[config.mk]
export PLATFORM = sky130hd
export DESIGN_NAME = bus_arbiter
export DESIGN_NICKNAME = d
export VERILOG_FILES = /design/src/rtl/bus_arb_pkg.sv /design/src/rtl/rr_select.sv /design/src/rtl/bus_arbiter.sv
export SDC_FILE = /design/constraint.sdc
export NUM_CORES = 1
export LEC_CHECK = 0
export CAP_MARGIN = 20
export CORE_MARGIN = 2
export CORE_UTILIZATION = 35
export CTS_CLUSTER_DIAMETER = 50
export DETAILED_ROUTE_END_ITERATION = 10
export GPL_ROUTABILITY_DRIVEN = 0
export GPL_TIMING_DRIVEN = 0
export MAX_ROUTING_LAYER = met4
export PLACE_DENSITY = 0.57
export SYNTH_ARGS = -nofsm -noshare
export SYNTH_HDL_FRONTEND = slang
export SYNTH_SLANG_ARGS = --single-unit
[constraint.sdc]
create_clock -name clock -period 5.5 [get_ports clock]
set_input_delay 1.1 -clock clock [delete_from_list [all_inputs] [get_ports clock]]
set_output_delay 1.1 -clock clock [all_outputs]
set_load 0.05 [all_outputs]
[src/rtl/bus_arb_pkg.sv]
// rtl/bus_arb_pkg.sv - shared state encoding and default sizes for the bus arbiter
package bus_arb_pkg;

  // Arbiter FSM states; TURN is the dead cycle between two owners
  typedef enum logic [1:0] {
    ST_IDLE  = 2'd0,
    ST_GRANT = 2'd1,
    ST_TURN  = 2'd2
  } arbState_t;

  localparam int DEF_NUM_CORES = 4;
  localparam int DEF_MAX_HOLD  = 255;

endpackage

[src/rtl/rr_select.sv]
// rtl/rr_select.sv - combinational round-robin winner selection
module rr_select #(
  parameter int NUM_CORES = 4,
  parameter int OWNER_W   = 2
) (
  input  logic [NUM_CORES-1:0] reqVec,
  input  logic [OWNER_W-1:0]   ptr,
  output logic [OWNER_W-1:0]   winner,
  output logic                 valid
);

  logic [2*NUM_CORES-1:0] doubled;
  logic [NUM_CORES-1:0]   rotated;
  logic [OWNER_W-1:0]     rotIdx;
  logic [OWNER_W:0]       sum;

  // Rotate so the pointer slot sits at bit 0, pick lowest set bit, rotate the index back
  always_comb begin
    doubled = {reqVec, reqVec} >> ptr;
    rotated = doubled[NUM_CORES-1:0];
    valid   = |rotated;
    rotIdx  = '0;
    for (int i = NUM_CORES - 1; i >= 0; i--) begin
      if (rotated[i]) rotIdx = OWNER_W'(i);
    end
    sum = {1'b0, rotIdx} + {1'b0, ptr};
    if (sum >= (OWNER_W+1)'(NUM_CORES)) sum = sum - (OWNER_W+1)'(NUM_CORES);
    winner = sum[OWNER_W-1:0];
  end

endmodule

[src/rtl/bus_arbiter.sv]
// rtl/bus_arbiter.sv - round-robin bus arbiter with turnaround cycle and hold timeout
module bus_arbiter
  import bus_arb_pkg::*;
#(
  parameter int NUM_CORES = DEF_NUM_CORES,
  parameter int OWNER_W   = $clog2(NUM_CORES),
  parameter int MAX_HOLD  = DEF_MAX_HOLD,
  parameter int HOLD_W    = 8
) (
  input  logic                 clock,
  input  logic                 reset,
  input  logic [NUM_CORES-1:0] Bus_RQ,
  output logic [NUM_CORES-1:0] Bus_GRANT,
  output logic [OWNER_W-1:0]   Bus_Owner,
  output logic                 Bus_Busy,
  output logic                 Hold_Timeout,
  output logic [OWNER_W-1:0]   Timeout_Owner
);

  arbState_t              state;
  arbState_t              stateNext;
  logic [OWNER_W-1:0]     rrPtr;
  logic [OWNER_W-1:0]     rrPtrNext;
  logic [OWNER_W-1:0]     ownerNext;
  logic [OWNER_W-1:0]     winner;
  logic                   winValid;
  logic [NUM_CORES-1:0]   grantNext;
  logic [HOLD_W-1:0]      holdCnt;
  logic [HOLD_W-1:0]      holdNext;
  logic [HOLD_W-1:0]      holdInc;
  logic                   timeoutNext;
  logic [OWNER_W-1:0]     toOwnerNext;

  rr_select #(
    .NUM_CORES (NUM_CORES),
    .OWNER_W   (OWNER_W)
  ) uRrSelect (
    .reqVec (Bus_RQ),
    .ptr    (rrPtr),
    .winner (winner),
    .valid  (winValid)
  );

  assign Bus_Busy = (state == ST_GRANT);

  // Next-state, next-grant and hold-counter decisions for the arbitration FSM
  always_comb begin
    stateNext   = state;
    grantNext   = '0;
    ownerNext   = Bus_Owner;
    rrPtrNext   = rrPtr;
    holdNext    = holdCnt;
    timeoutNext = Hold_Timeout;
    toOwnerNext = Timeout_Owner;
    holdInc     = (holdCnt == {HOLD_W{1'b1}}) ? holdCnt : holdCnt + HOLD_W'(1);
    case (state)
      ST_IDLE, ST_TURN: begin
        if (winValid) begin
          stateNext = ST_GRANT;
          grantNext = NUM_CORES'(1) << winner;
          ownerNext = winner;
          rrPtrNext = (winner == OWNER_W'(NUM_CORES - 1)) ? '0 : winner + OWNER_W'(1);
          holdNext  = '0;
        end else begin
          stateNext = ST_IDLE;
        end
      end
      ST_GRANT: begin
        // Every GRANT cycle counts toward the hold limit, including the releasing one
        holdNext = holdInc;
        if (!Hold_Timeout && (holdInc == HOLD_W'(MAX_HOLD))) begin
          timeoutNext = 1'b1;
          toOwnerNext = Bus_Owner;
        end
        if (Bus_RQ[Bus_Owner]) begin
          grantNext = Bus_GRANT;
        end else begin
          stateNext = ST_TURN;
        end
      end
      default: begin
        stateNext = ST_IDLE;
      end
    endcase
  end

  // State and registered outputs; reset drops any grant immediately
  always_ff @(posedge clock or posedge reset) begin
    if (reset) begin
      state         <= ST_IDLE;
      Bus_GRANT     <= '0;
      Bus_Owner     <= '0;
      rrPtr         <= '0;
      holdCnt       <= '0;
      Hold_Timeout  <= 1'b0;
      Timeout_Owner <= '0;
    end else begin
      state         <= stateNext;
      Bus_GRANT     <= grantNext;
      Bus_Owner     <= ownerNext;
      rrPtr         <= rrPtrNext;
      holdCnt       <= holdNext;
      Hold_Timeout  <= timeoutNext;
      Timeout_Owner <= toOwnerNext;
    end
  end

endmodule

==> flow_summary.ini <==
[sta]
rsz0062_at_grt = false
skew_ps = 13.5
worst_slack_ps = 2240
max-slew-margin-rel_pct = 41.6
fmax_mhz = 306
fin_crit_ps = 3260
finalHoldViolations = 0
fin_tns_setup_ps = 0
period_share_pct = 59.4
setup_viol = 0
final-max-slew-violation-count = 0
hold-worst-slack_ps = 503
worstMarginPinSlew_ps = 876

[power_and_ir_drop]
p_switching_uw = 328
internal_power_uw = 359
leakagePower_uw = 0.000653
power_density_mw_per_mm2 = 463
pwr-share-clk_pct = 10.9
switching_share_pct = 47.8
pwr-share-comb_pct = 54.5
pwr-share-seq_pct = 34.6
peakVddDrop_mv = 0.227

[routing]
drt_iter0_drc = 41
wl_um = 2690
drc_errors = 0
wl_per_cell_um = 13.5
drt_pass1_iterations = 4
viasPerCell = 5.32
num_vias = 1059
antenna_left = 0

[clock_network]
root_buffer = clkbuf_4
ctsHoldBuffers = 0
clkTransAtPathRegs_ps = 130
ctsResizeCount = 0
clk_latency_ps = 310
cts_tree = yes
postCtsSetupBuffers = 0
h-tree-depth = 1
cts-buffers-inserted = 3
clkSinkCount = 21
clockBufferDepth = 2

[floorplanning]
die_x_um = 64.2
die_y_um = 64.2
coreArea_mm2 = 0.00342
initial_core_util_pct = 37.1
design.die.area_mm2 = 0.00412
row_count = 21
ios = 16

[final_layout]
fin_area_mm2 = 0.00148
nFillCells = 355
antennaDiodeCount = 0
fin_cells = 199
area_growth_pct = 17.0
drive_gt1_share_pct = 11.8
fin_nets = 165

[critical_path]
slowest_delay_ps = 520
rr_worst_depth = 10
critPathLaunchType = primary input
cp_top_family = XOR/XNOR gates
critPathSlowestCell = clkdlybuf4s50_1
reg2reg_slack_ps = 2990
worstPathCellList = clkdlybuf4s50_1, nor2_1, nor4_1, a21oi_1, o211ai_1, ha_1, xnor2_1, xnor2_1, ha_1, nand2_1, nand2_1
reg2reg_from = rrPtr[0]
arrival_ps = 3460
crit_required_ps = 5700
r2r-end = rrPtr[1]
end_kind = flop
crit_buf_inv = 1
crit_type = in2reg
worstPathMaxFanout = 8

[placement]
pre_cts_ws_ps = 1910
place_hpwl_um = 1900
dp.cells = 195
placed_area_mm2 = 0.00146
port_buffers = 13

[synthesis]
yosysWarnings = 0
yosys_register_bits = 21
synth_cells = 136
syn_area_per_cell_um2 = 9.33
synth_fp_nets = 147
synth_edf_count = 0
yosysTopAreaCellShare_pct = 41.4
syn_area_mm2 = 0.00127
ys.flop_type = dfrtp_1
synthTopCellsByCount = dfrtp_1, nand2_1, nor2_1
async_flop_share_pct = 100
yosysTopAreaCell = dfrtp_1
ys_seq_area_share_pct = 41.4
synth.top_cells.by_area = dfrtp_1, ha_1, nand2_1
ys_types = 45
synthMostInstantiatedCell = dfrtp_1

[global_routing]
grt_max_degree = 22
grt_pass1_vias = 1075
grt.total_usage_pct = 15.4
grt_pass1_wl_um = 4930
grt-ovfl-total = 0
antenna_found_initial = 0

[hold_path]
min_path_type = reg2reg
hold_depth = 2
hp-start = Bus_GRANT[0]
hold_path_end = Bus_GRANT[0]

[run_status]
outcome = finished clean

[run]
cap_violations = 0
-- tightest hold or removal path, delay by kind of cell (launching register included) --
kind / cells / cell delay, ps
AOI/OAI and AO/OA: 1 / 50
DFF: 1 / 380
and+or+nand+nor: 1 / 50
-- how the worst max path moves through the flow --
stage | startpoint | endpoint | slack, ps | cells after the start
final | Bus_RQ[3] | rrPtr[1] | 2240 | 11
after global routing | Bus_RQ[3] | rrPtr[1] | 2040 | 11
after CTS | Bus_RQ[0] | rrPtr[1] | 2240 | 11
after detailed placement | Bus_RQ[0] | rrPtr[1] | 1910 | 11
after global placement | Bus_RQ[0] | rrPtr[1] | 1980 | 11
after floorplan | Bus_RQ[2] | rrPtr[1] | 2660 | 11
-- cells by family after synthesis --
| kind of cell | count (synthesis) | synth area share (%) |
|---|---|---|
| and+or+nand+nor | 66 | 27.1 |
| AOI/OAI and AO/OA | 25 | 13.2 |
| DFF | 21 | 41.4 |
| buffers and inverters | 10 | 4.63 |
| muxes | 6 | 6.61 |
| adders and majority gates | 5 | 4.93 |
| xor gates and xnor gates | 3 | 2.07 |
-- power by group through the flow --
stage                     Sequential, uW  Combinational (uW)  Clock (uW)
after floorplan                      280                 226           0
after global placement               240                 367           0
after detailed placement             241                 374           0
after CTS                            238                 376        80.4
after global routing                 246                 418        90.0
final                                238                 374        74.7
-- sequential cells by signal (all words and copies together) (netlist names) --
name,count
Hold_Timeout,1
Bus_GRANT,4
state,2
Bus_Owner,2
rrPtr,2
holdCnt,8
Timeout_Owner,2
-- cell type report --
class                   count  area (um2)  area share (%)
clock inverters             1        5.00           0.337
repair buffers             13         130            8.77
plain buffers               7        47.5            3.20
clock buffers               3        22.5            1.52
multi-input cells         105         684            46.1
well taps                  46        57.6            3.88
inverters                   3        11.3           0.759
flip-flops and latches     21         526            35.4
-- placed cells by master (no fill, tap or decap), types with 3 or more instances in the layout --
cell / count
clkbuf_1: 4
dfrtp_1: 21
clkdlybuf4s50_1: 13
o31ai_1: 3
ha_1: 5
nor2_1: 14
a21oi_1: 7
nand2_1: 15
clkbuf_4: 3
nand2b_1: 3
o21ai_0: 3
nand3_1: 10
nor3_1: 7
-- metal layers --
metal	GRT usage, %	share of wire, %	vias to the layer above
li1	-	-	522
met1	21.2	49	506
met2	23.2	45	29
met3	4.05	4.9	2
met4	2.93	0.37	0
met5	-	0	-
-- through the flow --
stage | util (%) | total power, uW
final | 43.4 | 687
after global routing | 43.4 | 754
after CTS | 43.4 | 694
after detailed placement | 42.6 | 615
after global placement | 42.6 | 607
after floorplan | - | 506
Power figures use the tool's default switching activity.
